--- config.mk ---
export PLATFORM = sky130hd
export DESIGN_NAME = inv_sqrt_scheduler_flat
export DESIGN_NICKNAME = d
export VERILOG_FILES = /design/src/rtl/inv_sqrt_scheduler_if.sv /design/src/rtl/inv_sqrt_scheduler.sv /design/src/flat_wrapper.sv
export SDC_FILE = /design/constraint.sdc
export NUM_CORES = 1
export LEC_CHECK = 0
export BUFFER_PORTS_ARGS = -buffer_cell sky130_fd_sc_hd__buf_2
export CORE_UTILIZATION = 48
export CTS_CLUSTER_DIAMETER = 30
export DETAILED_ROUTE_END_ITERATION = 10
export PLACE_DENSITY = 0.75
export SETUP_SLACK_MARGIN = 0.5
export SLEW_MARGIN = 20
export SYNTH_ARGS = -nofsm -noshare
export SYNTH_HDL_FRONTEND = slang
export SYNTH_SLANG_ARGS = --single-unit
--- constraint.sdc ---
create_clock -name clk -period 2.3 [get_ports clk]
set_input_delay 0.115 -clock clk [delete_from_list [all_inputs] [get_ports clk]]
set_output_delay 0.115 -clock clk [all_outputs]
set_load 0.005 [all_outputs]
--- src/rtl/inv_sqrt_scheduler_if.sv ---
// Bundles the requester, shared-unit and response signals of the scheduler.
// slave is the scheduler's own view; master is the surrounding environment.
interface inv_sqrt_scheduler_if #(
    parameter int unsigned WIDTH   = 32,
    parameter int unsigned NUM_REQ = 4
);
    localparam int unsigned IdW = (NUM_REQ > 1) ? $clog2(NUM_REQ) : 1;

    logic [NUM_REQ-1:0]       req_valid;
    logic [NUM_REQ*WIDTH-1:0] req_data;
    logic [NUM_REQ-1:0]       req_ready;
    logic                     sq_valid_in;
    logic [WIDTH-1:0]         sq_x;
    logic                     sq_valid_out;
    logic [WIDTH-1:0]         sq_result;
    logic                     resp_valid;
    logic [IdW-1:0]           resp_id;
    logic [WIDTH-1:0]         resp_data;
    logic                     resp_ready;
    logic                     busy;
    logic                     err_orphan;

    modport master (
        output req_valid, req_data, sq_valid_out, sq_result, resp_ready,
        input  req_ready, sq_valid_in, sq_x, resp_valid, resp_id, resp_data, busy, err_orphan
    );

    modport slave (
        input  req_valid, req_data, sq_valid_out, sq_result, resp_ready,
        output req_ready, sq_valid_in, sq_x, resp_valid, resp_id, resp_data, busy, err_orphan
    );
endinterface

--- src/rtl/inv_sqrt_scheduler.sv ---
// Round-robin scheduler sharing one pipelined inverse-square-root unit among
// NUM_REQ requesters. Issues are credit-limited so every result the unit
// returns always has room in the result buffer (the unit cannot be stalled).
module inv_sqrt_scheduler #(
    parameter int unsigned WIDTH      = 32,
    parameter int unsigned NUM_REQ    = 4,
    parameter int unsigned UNIT_LAT   = 2,
    parameter int unsigned FIFO_DEPTH = 4
) (
    input logic                 clk,
    input logic                 rst,
    inv_sqrt_scheduler_if.slave bus
);
    localparam int unsigned IdW      = (NUM_REQ > 1) ? $clog2(NUM_REQ) : 1;
    localparam int unsigned PtrW     = $clog2(FIFO_DEPTH);
    localparam int unsigned CntW     = $clog2(FIFO_DEPTH + 1);
    // Tag FIFO must hold at least everything the unit pipeline can carry.
    localparam int unsigned TagMin   = (FIFO_DEPTH > UNIT_LAT + 1) ? FIFO_DEPTH : UNIT_LAT + 1;
    localparam int unsigned TagPtrW  = $clog2(TagMin);
    localparam int unsigned TagDepth = 1 << TagPtrW;
    localparam logic [CntW:0] DepthCnt = (CntW + 1)'(FIFO_DEPTH);

    logic [IdW-1:0]     rr_q, rr_d;
    logic               sq_valid_q, sq_valid_d;
    logic [WIDTH-1:0]   sq_x_q, sq_x_d;
    logic [CntW-1:0]    inflight_q, inflight_d;
    logic [CntW-1:0]    occ_q, occ_d;
    logic [TagPtrW-1:0] tag_wr_q, tag_wr_d, tag_rd_q, tag_rd_d;
    logic [PtrW-1:0]    res_wr_q, res_wr_d, res_rd_q, res_rd_d;
    logic               err_q, err_d;

    logic [IdW-1:0]     tag_mem      [TagDepth];
    logic [IdW-1:0]     res_id_mem   [FIFO_DEPTH];
    logic [WIDTH-1:0]   res_data_mem [FIFO_DEPTH];

    logic               no_credit;
    logic               found;
    logic [IdW-1:0]     arb_idx;
    logic [IdW-1:0]     grant_idx;
    logic [NUM_REQ-1:0] grant;
    logic               issue, tag_avail, push, pop, resp_valid;

    // In-flight work plus buffered results may never exceed the buffer size.
    assign no_credit  = ({1'b0, occ_q} + {1'b0, inflight_q}) >= DepthCnt;
    assign tag_avail  = (inflight_q != '0);
    assign push       = bus.sq_valid_out & tag_avail;
    assign resp_valid = (occ_q != '0);
    assign pop        = resp_valid & bus.resp_ready;
    assign issue      = found;

    // Round-robin search starting at rr_q; grant only while credit remains.
    always_comb begin
        found     = 1'b0;
        grant_idx = '0;
        arb_idx   = '0;
        if (!rst && !no_credit) begin
            for (int unsigned k = 0; k < NUM_REQ; k++) begin
                arb_idx = IdW'((32'(rr_q) + k) % NUM_REQ);
                if (!found && bus.req_valid[arb_idx]) begin
                    found     = 1'b1;
                    grant_idx = arb_idx;
                end
            end
        end
        grant = found ? (NUM_REQ'(1) << grant_idx) : '0;
    end

    // Next-state for pointers, counters, issue register and sticky error.
    always_comb begin
        rr_d       = rr_q;
        sq_valid_d = 1'b0;
        sq_x_d     = sq_x_q;
        inflight_d = inflight_q;
        occ_d      = occ_q;
        tag_wr_d   = tag_wr_q;
        tag_rd_d   = tag_rd_q;
        res_wr_d   = res_wr_q;
        res_rd_d   = res_rd_q;
        err_d      = err_q | (bus.sq_valid_out & ~tag_avail);

        if (issue) begin
            rr_d       = (grant_idx == IdW'(NUM_REQ - 1)) ? '0 : grant_idx + IdW'(1);
            sq_valid_d = 1'b1;
            sq_x_d     = bus.req_data[grant_idx*WIDTH +: WIDTH];
            tag_wr_d   = tag_wr_q + TagPtrW'(1);
        end
        if (push) begin
            tag_rd_d = tag_rd_q + TagPtrW'(1);
            res_wr_d = res_wr_q + PtrW'(1);
        end
        if (pop) begin
            res_rd_d = res_rd_q + PtrW'(1);
        end

        case ({issue, push})
            2'b10:   inflight_d = inflight_q + CntW'(1);
            2'b01:   inflight_d = inflight_q - CntW'(1);
            default: inflight_d = inflight_q;
        endcase

        case ({push, pop})
            2'b10:   occ_d = occ_q + CntW'(1);
            2'b01:   occ_d = occ_q - CntW'(1);
            default: occ_d = occ_q;
        endcase
    end

    // State registers with synchronous reset.
    always_ff @(posedge clk) begin
        if (rst) begin
            rr_q       <= '0;
            sq_valid_q <= 1'b0;
            sq_x_q     <= '0;
            inflight_q <= '0;
            occ_q      <= '0;
            tag_wr_q   <= '0;
            tag_rd_q   <= '0;
            res_wr_q   <= '0;
            res_rd_q   <= '0;
            err_q      <= 1'b0;
        end else begin
            rr_q       <= rr_d;
            sq_valid_q <= sq_valid_d;
            sq_x_q     <= sq_x_d;
            inflight_q <= inflight_d;
            occ_q      <= occ_d;
            tag_wr_q   <= tag_wr_d;
            tag_rd_q   <= tag_rd_d;
            res_wr_q   <= res_wr_d;
            res_rd_q   <= res_rd_d;
            err_q      <= err_d;
        end
    end

    // Storage arrays; validity is tracked by the counters, so no reset needed.
    always_ff @(posedge clk) begin
        if (issue) begin
            tag_mem[tag_wr_q] <= grant_idx;
        end
        if (push) begin
            res_id_mem[res_wr_q]   <= tag_mem[tag_rd_q];
            res_data_mem[res_wr_q] <= bus.sq_result;
        end
    end

    assign bus.req_ready   = grant;
    assign bus.sq_valid_in = sq_valid_q;
    assign bus.sq_x        = sq_x_q;
    assign bus.resp_valid  = resp_valid;
    // Head is masked when empty so idle/reset outputs read as zero.
    assign bus.resp_id     = resp_valid ? res_id_mem[res_rd_q] : '0;
    assign bus.resp_data   = resp_valid ? res_data_mem[res_rd_q] : '0;
    assign bus.busy        = (inflight_q != '0) | (occ_q != '0) | sq_valid_q;
    assign bus.err_orphan  = err_q;
endmodule

--- src/flat_wrapper.sv ---
// flat-port wrapper written by rule: the top's interface ports become plain ports
module inv_sqrt_scheduler_flat 
#(
    parameter int unsigned WIDTH      = 32,
    parameter int unsigned NUM_REQ    = 4,
    parameter int unsigned UNIT_LAT   = 2,
    parameter int unsigned FIFO_DEPTH = 4
)
  (clk, rst, bus_req_valid, bus_req_data, bus_sq_valid_out, bus_sq_result, bus_resp_ready, bus_req_ready, bus_sq_valid_in, bus_sq_x, bus_resp_valid, bus_resp_id, bus_resp_data, bus_busy, bus_err_orphan);
  inv_sqrt_scheduler_if #(.WIDTH(WIDTH), .NUM_REQ(NUM_REQ)) bus_i ();
  input logic clk;
  input logic rst;
  input wire logic [$bits(bus_i.req_valid)-1:0] bus_req_valid;
  input wire logic [$bits(bus_i.req_data)-1:0] bus_req_data;
  input wire logic [$bits(bus_i.sq_valid_out)-1:0] bus_sq_valid_out;
  input wire logic [$bits(bus_i.sq_result)-1:0] bus_sq_result;
  input wire logic [$bits(bus_i.resp_ready)-1:0] bus_resp_ready;
  output wire logic [$bits(bus_i.req_ready)-1:0] bus_req_ready;
  output wire logic [$bits(bus_i.sq_valid_in)-1:0] bus_sq_valid_in;
  output wire logic [$bits(bus_i.sq_x)-1:0] bus_sq_x;
  output wire logic [$bits(bus_i.resp_valid)-1:0] bus_resp_valid;
  output wire logic [$bits(bus_i.resp_id)-1:0] bus_resp_id;
  output wire logic [$bits(bus_i.resp_data)-1:0] bus_resp_data;
  output wire logic [$bits(bus_i.busy)-1:0] bus_busy;
  output wire logic [$bits(bus_i.err_orphan)-1:0] bus_err_orphan;
  assign bus_i.req_valid = bus_req_valid;
  assign bus_i.req_data = bus_req_data;
  assign bus_i.sq_valid_out = bus_sq_valid_out;
  assign bus_i.sq_result = bus_sq_result;
  assign bus_i.resp_ready = bus_resp_ready;
  assign bus_req_ready = bus_i.req_ready;
  assign bus_sq_valid_in = bus_i.sq_valid_in;
  assign bus_sq_x = bus_i.sq_x;
  assign bus_resp_valid = bus_i.resp_valid;
  assign bus_resp_id = bus_i.resp_id;
  assign bus_resp_data = bus_i.resp_data;
  assign bus_busy = bus_i.busy;
  assign bus_err_orphan = bus_i.err_orphan;
  inv_sqrt_scheduler #(.WIDTH(WIDTH), .NUM_REQ(NUM_REQ), .UNIT_LAT(UNIT_LAT), .FIFO_DEPTH(FIFO_DEPTH)) u_core (.clk(clk), .rst(rst), .bus(bus_i));
endmodule
Yosys cells after proc, flatten, opt, wreduce, memory -nomap -nowiden:

Memories as Yosys holds them, arrays and structs flattened. A register that Yosys moved wholly into a read port is not among the register bits.
Cells that the tools add are included.

* memories kept: 3
* memory bits (writable): 144
* register bits: 50
* input bits: 168

* shifts and indexed selects: 2
* eq/ne operators: 5
* reductions and logical operators: 13
* bitwise gates (word level): 7
* add/subtract/negate cells: 13
* multiplexer cells: 37
* magnitude comparators: 5

Memories
* u_core.res_data_mem: depth 4, width 32, rd ports 1, clocked after Yosys merged registers in 1, write ports 1, line inv_sqrt_scheduler.sv:34 `logic [WIDTH-1:0] res_data_mem [FIFO_DEPTH];`
* u_core.res_id_mem: depth 4, width 2, rd ports 1, clocked after Yosys merged registers in 1, write ports 1, line inv_sqrt_scheduler.sv:33 `logic [IdW-1:0] res_id_mem [FIFO_DEPTH];`
* u_core.tag_mem: depth 4, width 2, rd ports 1, clocked after Yosys merged registers in 1, write ports 1, line inv_sqrt_scheduler.sv:32 `logic [IdW-1:0] tag_mem [TagDepth];`

Operator list (count)
* 128-bit by 8-bit indexed part select with 32-bit output: 1
* 32-bit 2-to-1 mux: 1
* 2-bit 2-to-1 mux: 13
* 1-bit 2-to-1 mux: 16
* 2-bit by 1-bit adder with 2-bit output, second input constant: 6
* 2-bit by 3-bit < comparator with 1-bit output, second input constant: 4
* 3-bit one-hot mux with 2 select lines: 2
* 1-bit binary-select mux with 2-bit select: 4
* 3-bit by 1-bit adder with 3-bit output, second input constant: 2
* 2-bit == test, second input constant: 3
* 3-bit nonzero test: 2
* 3-bit by 1-bit subtractor with 3-bit output, second input constant: 2
* 1-bit zero test: 5
* 2-bit adder, second input constant: 2
* 3-bit by 3-bit adder with 4-bit output: 1
* 2-bit by 1-bit == test with 1-bit output, second input constant: 2
* 4-bit by 3-bit >= comparator with 1-bit output, second input constant: 1
* 1-bit logical AND: 4
* 4-bit 2-to-1 mux: 1
* 2-bit nonzero test: 2
* 1-bit by 2-bit << shifter with 4-bit output, first input constant: 1
* 1-bit AND: 3
* 1-bit bitwise OR: 3
* 1-bit NOT: 1

Logic depth before layout (Yosys ltp):

Gate-level depths: netlist of run 1.

* depth in word-level cells: 19
* depth in mapped cells: 12
* gate-level depth less buffers: 10

Least setup slack after synthesis of run 1:

Ideal clock, no wire load.

* kind: register -> register
* start: register u_core.occ_q[2]
* end: register u_core.inflight_q[2]
* period minus slack after synthesis: 2.418 ns
* cell stages (with the launch flop): 13
* arrival time: 2.348 ns
* path slack: -0.118 ns
* setup time: 0.071 ns
* path through: dfxtp_1 > ha_1 > nor4_2 > and3_1 > buf_6 > clkinv_8 > buf_6 > ha_1 > inv_1 > fa_1 > xor2_1 > or3_1 > a21oi_1

* longest elaborated chain between the ends: 7
* elaborated cells between the ends (all ways): 9

RTL lines
* start: declaration: line inv_sqrt_scheduler.sv:27 `logic [CntW-1:0] occ_q, occ_d;`
* start signal: assignment: line inv_sqrt_scheduler.sv:115 `occ_q <= '0;`
* start signal: assignment: line inv_sqrt_scheduler.sv:126 `occ_q <= occ_d;`
* 3-bit by 3-bit adder with 4-bit output (*): line inv_sqrt_scheduler.sv:44 `assign no_credit = ({1'b0, occ_q} + {1'b0, inflight_q}) >= DepthCnt;`
* 4-bit by 3-bit >= comparator with 1-bit output (*): line inv_sqrt_scheduler.sv:44
* 1-bit zero test (*): line inv_sqrt_scheduler.sv:56 `if (!rst && !no_credit) begin`
* 1-bit logical AND (*): line inv_sqrt_scheduler.sv:56
* 1-bit 2-to-1 mux (*): line inv_sqrt_scheduler.sv:56
* 2-bit by 1-bit == test with 1-bit output / 2-bit == test (equally long branches): line inv_sqrt_scheduler.sv:95 `case ({issue, push})`
* 3-bit one-hot mux with 2 select lines / 2-bit nonzero test (equally long branches)
* end signal: assignment: line inv_sqrt_scheduler.sv:125 `inflight_q <= inflight_d;`
* end: declaration: line inv_sqrt_scheduler.sv:26 `logic [CntW-1:0] inflight_q, inflight_d;`

Mark *: on every way between the ends. The rest lies on a longest branch, timed or not.
A chain may end at the register's enable or synchronous reset.

Worst setup path in the final report of run 1:

* start: register u_core.occ_q[2]
* end: output bus_req_ready[2]

* longest elaborated chain between the ends: 7
* elaborated cells between the ends (all ways): 8

RTL lines
* 3-bit by 3-bit adder with 4-bit output: line inv_sqrt_scheduler.sv:44
* 4-bit by 3-bit >= comparator with 1-bit output: line inv_sqrt_scheduler.sv:44
* 1-bit zero test: line inv_sqrt_scheduler.sv:56
* 1-bit logical AND: line inv_sqrt_scheduler.sv:56
* 2-bit 2-to-1 mux: line inv_sqrt_scheduler.sv:56
* via u_core.grant_idx[1]: line inv_sqrt_scheduler.sv:39 `logic [IdW-1:0] grant_idx;`
* 1-bit by 2-bit << shifter with 4-bit output: line inv_sqrt_scheduler.sv:65 `grant = found ? (NUM_REQ'(1) << grant_idx) : '0;`
* 4-bit 2-to-1 mux: line inv_sqrt_scheduler.sv:65
* end: declaration: line flat_wrapper.sv:18 `output wire logic [$bits(bus_i.req_ready)-1:0] bus_req_ready;`

The timed path passes the listed nets, and every way through them passes these cells.

==> load_flow_metrics.sql, run 1 <==
INSERT INTO impl_metrics (metric_group, metric, value, unit) VALUES
('critical_path', 'dominant_delay_contributor_by_cell_family_on_the_critical_path', 'simple AND/OR/NAND/NOR gates', ''),
('clocking', 'number_of_buffers_inserted_during_clock_tree_synthesis', '17', ''),
('power_and_ir_drop', 'total_leakage_power', '5.70', 'nW'),
('timing', 'final_sum_of_negative_setup_slack', '-0.0392', 'ns'),
('power_and_ir_drop', 'power_frac_seq', '30.9', '%'),
('timing', 'setup_repair_after_global_routing_missed_its_margin', 'true', ''),
('yosys', 'synth_top_area_share', '48.2', '%'),
('yosys', 'ys_top_cells_by_count', '144 x edfxtp_1, 83 x nand3_1, 54 x dfxtp_1', ''),
('cells_and_area', 'number_of_nets_in_the_finished_design', '1260', ''),
('status', 'failing_checks', 'DRC, setup timing', ''),
('timing', 'setup_skew_after_layout', '0.0137', 'ns'),
('status', 'run_status', 'finished with violations', ''),
('critical_path', 'crit_chain', 'ha_4 -> nor4_4 -> nand2_1 -> buf_8 -> nor3_4 -> buf_4 -> ha_4 -> and2_1 -> buf_2', ''),
('drt', 'route.detailed.drc', '14', ''),
('yosys', 'synth_largest_area_cell', 'edfxtp_1', ''),
('drt', 'route.final.wire_length', '32.4', 'mm'),
('critical_path', 'endpoint_kind', 'primary output', ''),
('timing', 'actual_slew_at_the_worst_max_slew_pin', '0.869', 'ns'),
('timing', 'finalHoldViolations', '0', ''),
('yosys', 'synth_cell_types', '43', ''),
('power_and_ir_drop', 'power_density', '1130', 'nW/um^2'),
('critical_path', 'cp_data_arrival_time', '2.21', 'ns'),
('timing', 'fin_hold_ws', '0.0730', 'ns'),
('floorplan', 'fp.dieW', '139', 'um'),
('power_and_ir_drop', 'total_switching_power', '5.56', 'mW'),
('min_path', 'holdCritPathClass', 'primary input to flip-flop', ''),
('global_route', 'globalRouteOverflowTotal', '0', ''),
('yosys', 'netlist_top_cells_area', 'edfxtp_1 48%, dfxtp_1 12%, mux4_2 9.0%', ''),
('power_and_ir_drop', 'power.internal', '10.8', 'mW'),
('yosys', 'async_reset_ff_share', '0', '%'),
('yosys', 'postSynthAreaPerCell', '13.5', 'sq um'),
('cells_and_area', 'final_core_utilization', '79.7', '%'),
('clocking', 'ctsLongestPathBuffers', '2', ''),
('yosys', 'netlist_area', '8960', 'sq um'),
('yosys', 'most_repeated_cell_in_the_gate_level_netlist_after_synthesis', 'edfxtp_1', ''),
('run', 'timing.max_cap.violations', '0', ''),
('clocking', 'numClockSinks', '198', ''),
('power_and_ir_drop', 'irDropWorstVdd', '0.000535', 'V'),
('drt', 'vias', '8033', ''),
('drt', 'initialDrtViolationCount', '746', ''),
('yosys', 'postSynth.topFlopCell', 'edfxtp_1', ''),
('floorplan', 'die-height', '139', 'um'),
('cells_and_area', 'areaGrowthSynthToFinish', '61.5', '%'),
('floorplan', 'placement_rows', '49', ''),
('yosys', 'synth-edff-count', '144', ''),
('placement', 'detailedPlace.worstSlack', '0.116', 'ns'),
('floorplan', 'floorplan.io_pins', '242', ''),
('yosys', 'yosysWarnings', '0', ''),
('drt', 'route.detailed.wl_per_inst', '24.6', 'um'),
('floorplan', 'start_util', '49.4', '%'),
('power_and_ir_drop', 'combPwrFrac', '50.7', '%'),
('placement', 'numPlacedInstances', '1112', ''),
('placement', 'final_weighted_congestion_in_routability_driven_placement', '0.914', ''),
('power_and_ir_drop', 'share_clk_of_total_power', '18.4', '%'),
('timing', 'setup_ws', '-0.0209', 'ns'),
('timing', 'setup-violations-final', '3', ''),
('clocking', 'cts-root-buf', 'clkbuf_16', ''),
('timing', 'layout_min_cycle_time', '2.32', 'ns'),
('global_route', 'first_global_vias', '8239', ''),
('floorplan', 'core_area', '18100', 'sq um'),
('yosys', 'gate_count_of_the_mapped_netlist', '664', ''),
('global_route', 'groute.usage.overall', '31.9', '%'),
('power_and_ir_drop', 'swShare', '34.0', '%'),
('timing', 'final_min_period_over_clock_period', '101', '%'),
('critical_path', 'path_common_cell', 'ha_4', ''),
('floorplan', 'overall_die_area', '19200', 'sq um'),
('critical_path', 'timing.critical_path.required', '2.18', 'ns'),
('cells_and_area', 'final_cell_count_no_fill', '1318', ''),
('clocking', 'cts_h_tree_lvls', '4', ''),
('critical_path', 'startpoint_type', 'flip-flop', ''),
('global_route', 'global_route_wire_length_before_repair', '45.7', 'mm');
[cell type report]
class | instances | area, sq um
multi-input combinational | 386 | 3980
timing repair buffer | 445 | 4060
clock buffer | 17 | 425
sequential | 198 | 5430
inverter | 26 | 110
clock inverter | 15 | 178
fill | 931 | 3680
antenna | 2 | 5.00
tap | 229 | 287
[power groups by stage]
stage               clock network, mW  registers (mW)  logic [mW]
floorplan                           0            4.98        2.76
global placement                    0            5.02        4.29
detailed placement                  0            5.04        4.36
CTS                              3.05            4.98        7.41
global route                     3.18            5.09        8.67
finish                           3.01            5.06        8.31
[kinds of logic after synthesis]
family          synth area share [%]
simple gates                    16.6
flops                           60.3
buf+inv                         4.44
compound gates                  4.73
mux                             10.3
fa+ha+maj                       2.68
xor+xnor                       0.977
[metrics by stage]
step / power [mW] / area, sq um
3_5_place_dp: 9.41 / 10600
3_3_place_gp: 9.31 / 10600
5_1_grt: 16.9 / 14500
6_report: 16.4 / 14500
2_1_floorplan: 7.74 / 9080
4_1_cts: 15.4 / 13900
[cell usage in the layout (no fill, tap or decap), types with 12 or more instances in the layout]
master	n
buf_16	19
mux4_2	36
buf_2	203
buf_12	27
nand3_2	47
buf_4	30
dfxtp_1	45
nand4_1	21
inv_1	21
and3_1	33
buf_6	58
clkbuf_16	18
nand3_4	12
nand3_1	26
a32oi_1	32
nor2_1	19
edfxtp_1	144
and2_4	44
dlygate4sd3_1	106
[sequential cells by signal, summed over array words and instances (netlist names), named ones only]
register / count
u_core.res_data_mem: 128
u_core.bus.sq_x: 32
u_core.res_id_mem: 8
u_core.tag_mem: 8
u_core.inflight_q: 3
u_core.occ_q: 3
u_core.res_rd_q: 2
u_core.res_wr_q: 2
u_core.rr_q: 2
u_core.tag_rd_q: 2
u_core.tag_wr_q: 2
u_core.bus.err_orphan: 1
u_core.bus.sq_valid_in: 1
[tightest hold or removal path: cells and delay by family]
kind                   cells  cell delay [ns]
AO/OA/AOI/OAI              1             0.09
buffers and inverters      1             0.07
AND/OR/NAND/NOR            2             0.20
[per-layer routing]
| metal | wire [um] | track usage [%] | vias up |
|---|---|---|---|
| li1 | - | - | 3398 |
| met1 | 10600 | 34.1 | 3820 |
| met2 | 16600 | 56.2 | 620 |
| met3 | 2880 | 6.84 | 195 |
| met4 | 2380 | 23.2 | 0 |
| met5 | 0 | 0 | - |
[final timing paths]
kind,from,to,slack [ns],depth (start not counted)
max reg2reg,u_core.occ_q[2],u_core.bus.sq_x[20],0.01,13
min reg2reg,u_core.bus.sq_x[5],u_core.bus.sq_x[5],0.48,2
min,bus_req_data[119],u_core.bus.sq_x[23],0.07,4
max,u_core.occ_q[2],bus_req_ready[2],-0.02,9
[what timing repair did]
item,4_1_cts,5_1_grt
gates cloned,19,2
buffers inserted,35,10
setup endpoints to repair,85,112
endpoints found under the hold margin,161,0
gates resized for setup,175,94
hold buffers,106,0
pin swaps,76,58
No activity file was read; power rests on OpenSTA's default activity.
==> run 2: changes to the inputs <==
- CORE_UTILIZATION: 48 -> 53
- PLACE_DENSITY: 0.75 -> 0.78
- clock period: 2.3 -> 2.2 ns (I/O delays scaled with it)
==> run 2 against run 1 <==
Against the previous run: the flow finishes with violations (setup timing); first-iteration DRC count shrank 8.0%; clock power shrank 2%; core utilization up 3.4 points; global-route usage is 0.64 points higher; die area is 9.3% lower; power down 4.0%; clock-buffer cell count is 1 higher; largest cell class unchanged.
==> load_flow_metrics.sql, run 2 (synthesized netlist as in run 1, its figures left out) <==
INSERT INTO impl_metrics (metric_group, metric, value, unit) VALUES
('cells_and_area', 'final_common_cell', 'buf_2', ''),
('drt', 'drtPass1Iterations', '8', ''),
('global_route', 'globalRouteOverflowTotal', '0', ''),
('critical_path', 'cp_data_arrival_time', '2.71', 'ns'),
('critical_path', 'dominant_delay_contributor_by_cell_family_on_the_critical_path', 'buffers and inverters', ''),
('power_and_ir_drop', 'power.internal', '10.4', 'mW'),
('critical_path', 'endpoint_kind', 'flip-flop', ''),
('critical_path', 'startpoint', 'u_core.inflight_q[2]', ''),
('critical_path', 'startpoint_type', 'flip-flop', ''),
('cells_and_area', 'filler_cell_count', '824', ''),
('clocking', 'number_of_buffers_inserted_during_clock_tree_synthesis', '17', ''),
('power_and_ir_drop', 'power_density', '1140', 'nW/um^2'),
('critical_path', 'cp_slowest_stage_delay', '0.35', 'ns'),
('critical_path', 'crit_path_max_fanout', '13', ''),
('global_route', 'initial_antenna_violation_count', '1', ''),
('status', 'failing_checks', 'setup timing', ''),
('clocking', 'worstSkewPairLatency', '0.43', 'ns'),
('timing', 'setup_ws', '-0.150', 'ns'),
('floorplan', 'placement_rows', '47', ''),
('drt', 'route.detailed.drc', '0', ''),
('clocking', 'ctsLongestPathBuffers', '2', ''),
('power_and_ir_drop', 'total_leakage_power', '5.42', 'nW'),
('power_and_ir_drop', 'power_frac_seq', '33.5', '%'),
('drt', 'ant_nets', '0', ''),
('global_route', 'global_route_wire_length_before_repair', '42.8', 'mm'),
('cells_and_area', 'share_of_cells_above_drive_strength_1', '49.5', '%'),
('power_and_ir_drop', 'total_switching_power', '5.27', 'mW'),
('status', 'run_status', 'finished with violations', ''),
('placement', 'dp.final_hpwl', '15.0', 'mm'),
('global_route', 'first_global_vias', '7913', ''),
('timing', 'finalHoldViolations', '0', ''),
('timing', 'actual_slew_at_the_worst_max_slew_pin', '0.878', 'ns'),
('drt', 'vias', '7819', ''),
('power_and_ir_drop', 'swShare', '33.6', '%'),
('placement', 'port_buffers', '241', ''),
('placement', 'post_dp_cell_area', '11000', 'sq um'),
('timing', 'final_sum_of_negative_setup_slack', '-2.52', 'ns'),
('timing', 'final_min_period_over_clock_period', '107', '%'),
('power_and_ir_drop', 'combPwrFrac', '47.8', '%'),
('cells_and_area', 'number_of_flip_flops_under_the_largest_register_name', '128', ''),
('clocking', 'clkTransAtPathRegs', '0.08', 'ns'),
('floorplan', 'floorplan.io_pins', '242', ''),
('cells_and_area', 'final_design_area_no_fill', '13700', 'sq um'),
('timing', 'max_slew_margin', '41.3', '%'),
('floorplan', 'start_util', '54.2', '%'),
('critical_path', 'critPathKind', 'flip-flop to flip-flop', ''),
('min_path', 'holdCritPathClass', 'primary input to flip-flop', ''),
('floorplan', 'fp.dieW', '132', 'um'),
('drt', 'initialDrtViolationCount', '686', ''),
('timing', 'layout_min_cycle_time', '2.35', 'ns'),
('clocking', 'clock_tree_from_tritoncts', 'done', ''),
('global_route', 'grt_start_max_net_pins', '35', ''),
('floorplan', 'overall_die_area', '17400', 'sq um'),
('cells_and_area', 'number_of_nets_in_the_finished_design', '1255', ''),
('critical_path', 'path_common_cell', 'buf_4', ''),
('clocking', 'numClockSinks', '198', ''),
('timing', 'setup-violations-final', '38', ''),
('critical_path', 'r2r_start', 'u_core.inflight_q[2]', ''),
('timing', 'setup_repair_after_global_routing_missed_its_margin', 'true', ''),
('clocking', 'cts-root-buf', 'clkbuf_16', ''),
('power_and_ir_drop', 'share_clk_of_total_power', '18.7', '%'),
('placement', 'final_weighted_congestion_in_routability_driven_placement', '0.831', ''),
('clocking', 'cts_h_tree_lvls', '4', ''),
('timing', 'max_freq', '0.426', 'GHz'),
('power_and_ir_drop', 'irDropWorstVdd', '0.000732', 'V'),
('power_and_ir_drop', 'total_power', '15.7', 'mW'),
('critical_path', 'timing.critical_path.required', '2.56', 'ns'),
('run', 'timing.max_cap.violations', '0', ''),
('global_route', 'groute.usage.overall', '32.6', '%'),
('critical_path', 'critical-path-slowest-cell', 'dfxtp_2', ''),
('drt', 'route.final.wire_length', '29.4', 'mm'),
('cells_and_area', 'largest-register', 'u_core.res_data_mem', ''),
('floorplan', 'die-height', '132', 'um'),
('min_path', 'holdCritStartpoint', 'bus_req_data[120]', ''),
('drt', 'vias_per_cell', '6.00', ''),
('cells_and_area', 'layout.cells.most_common_list', '213 x buf_2, 144 x edfxtp_1, 106 x dlygate4sd3_1', ''),
('cells_and_area', 'areaGrowthSynthToFinish', '53.2', '%'),
('timing', 'finalMaxSlewViolations', '0', ''),
('floorplan', 'core_area', '16500', 'sq um'),
('critical_path', 'cp.buffers_inverters', '6', ''),
('drt', 'route.detailed.wl_per_inst', '22.6', 'um'),
('critical_path', 'crit_chain', 'ha_4 -> nor4_4 -> buf_4 -> and3_4 -> buf_12 -> clkinv_8 -> buf_4 -> a21oi_4 -> buf_6 -> buf_16 -> nand3_2 -> nand4_1', ''),
('timing', 'setup_skew_after_layout', '0.0106', 'ns');
## run 2: changes by cell type in the layout (fill, tap and decap cells not counted), moves of 4 or more
cell and delta:
and2_4 -9, buf_16 -11, nor4b_1 +9, nand3_4 -12, and2_1 +6, buf_4 +15, nand3_1 +8, nand3_2 +4
nor4b_2 -4, buf_12 -7, nor4b_4 -5, buf_2 +10, buf_6 -16
## run 2: timing repair
| item | in CTS | in global routing |
|---|---|---|
| endpoints found under the setup margin | 212 | 198 |
| endpoints found under the hold margin | 161 | 0 |
| pin swaps | 25 | 26 |
| hold buffers | 106 | 0 |
| cloned | 8 | 3 |
| gates resized for setup | 87 | 38 |
| setup buffers | 23 | 16 |
## run 2: power groups by stage
stage                     registers [mW]  clock network (mW)  logic, mW
after floorplan                     5.20                   0       3.02
after global placement              5.27                   0       4.69
after detailed placement            5.30                   0       4.81
after CTS                           5.21                2.95       6.54
after global routing                5.32                3.11       7.89
final                               5.26                2.94       7.51
## run 2: area by class of cell
type | count | area [sq um] | share of cell area (%)
clock inverter | 14 | 120 | 0.875
multi-input combinational | 386 | 3690 | 26.9
timing repair buffer | 440 | 3680 | 26.8
clock buffer | 18 | 429 | 3.12
inverter | 26 | 110 | 0.802
tap | 220 | 275 | 2.00
antenna | 1 | 2.50 | 0.0182
sequential | 198 | 5430 | 39.5
## run 2: routing by layer
layer	GRT usage (%)	part of all wire, %	wire length [um]
met1	36.5	34	9990
met2	59.4	54	16000
met3	7.27	7.9	2330
met4	14.0	3.9	1150
met5	0	0	0
## run 2: stage by stage
stage	utilization [%]	hold slack [ns]	setup slack, ns	instances
2_1_floorplan	-	0.209	-0.0363	664
3_3_place_gp	66.6	0.327	0.0435	1114
3_5_place_dp	66.6	0.328	0.00628	1114
4_1_cts	80.8	0.0152	-0.165	1283
5_1_grt	83.1	0.0627	-0.213	1303
6_report	83.1	0.0536	-0.150	1303
## run 2: worst min-delay path, cell delays in order
cell and delay (ns):
buf_2 0.07, and3_1 0.13, a32oi_1 0.09, nand4_1 0.06
## run 2: final timing paths
check             cells after the start  slack (ns)                  end
setup reg to reg                     12       -0.15   u_core.bus.sq_x[0]
setup / recovery                     12       -0.15   u_core.bus.sq_x[0]
hold / removal                        4        0.05  u_core.bus.sq_x[24]
hold reg to reg                       2        0.47  u_core.bus.sq_x[24]
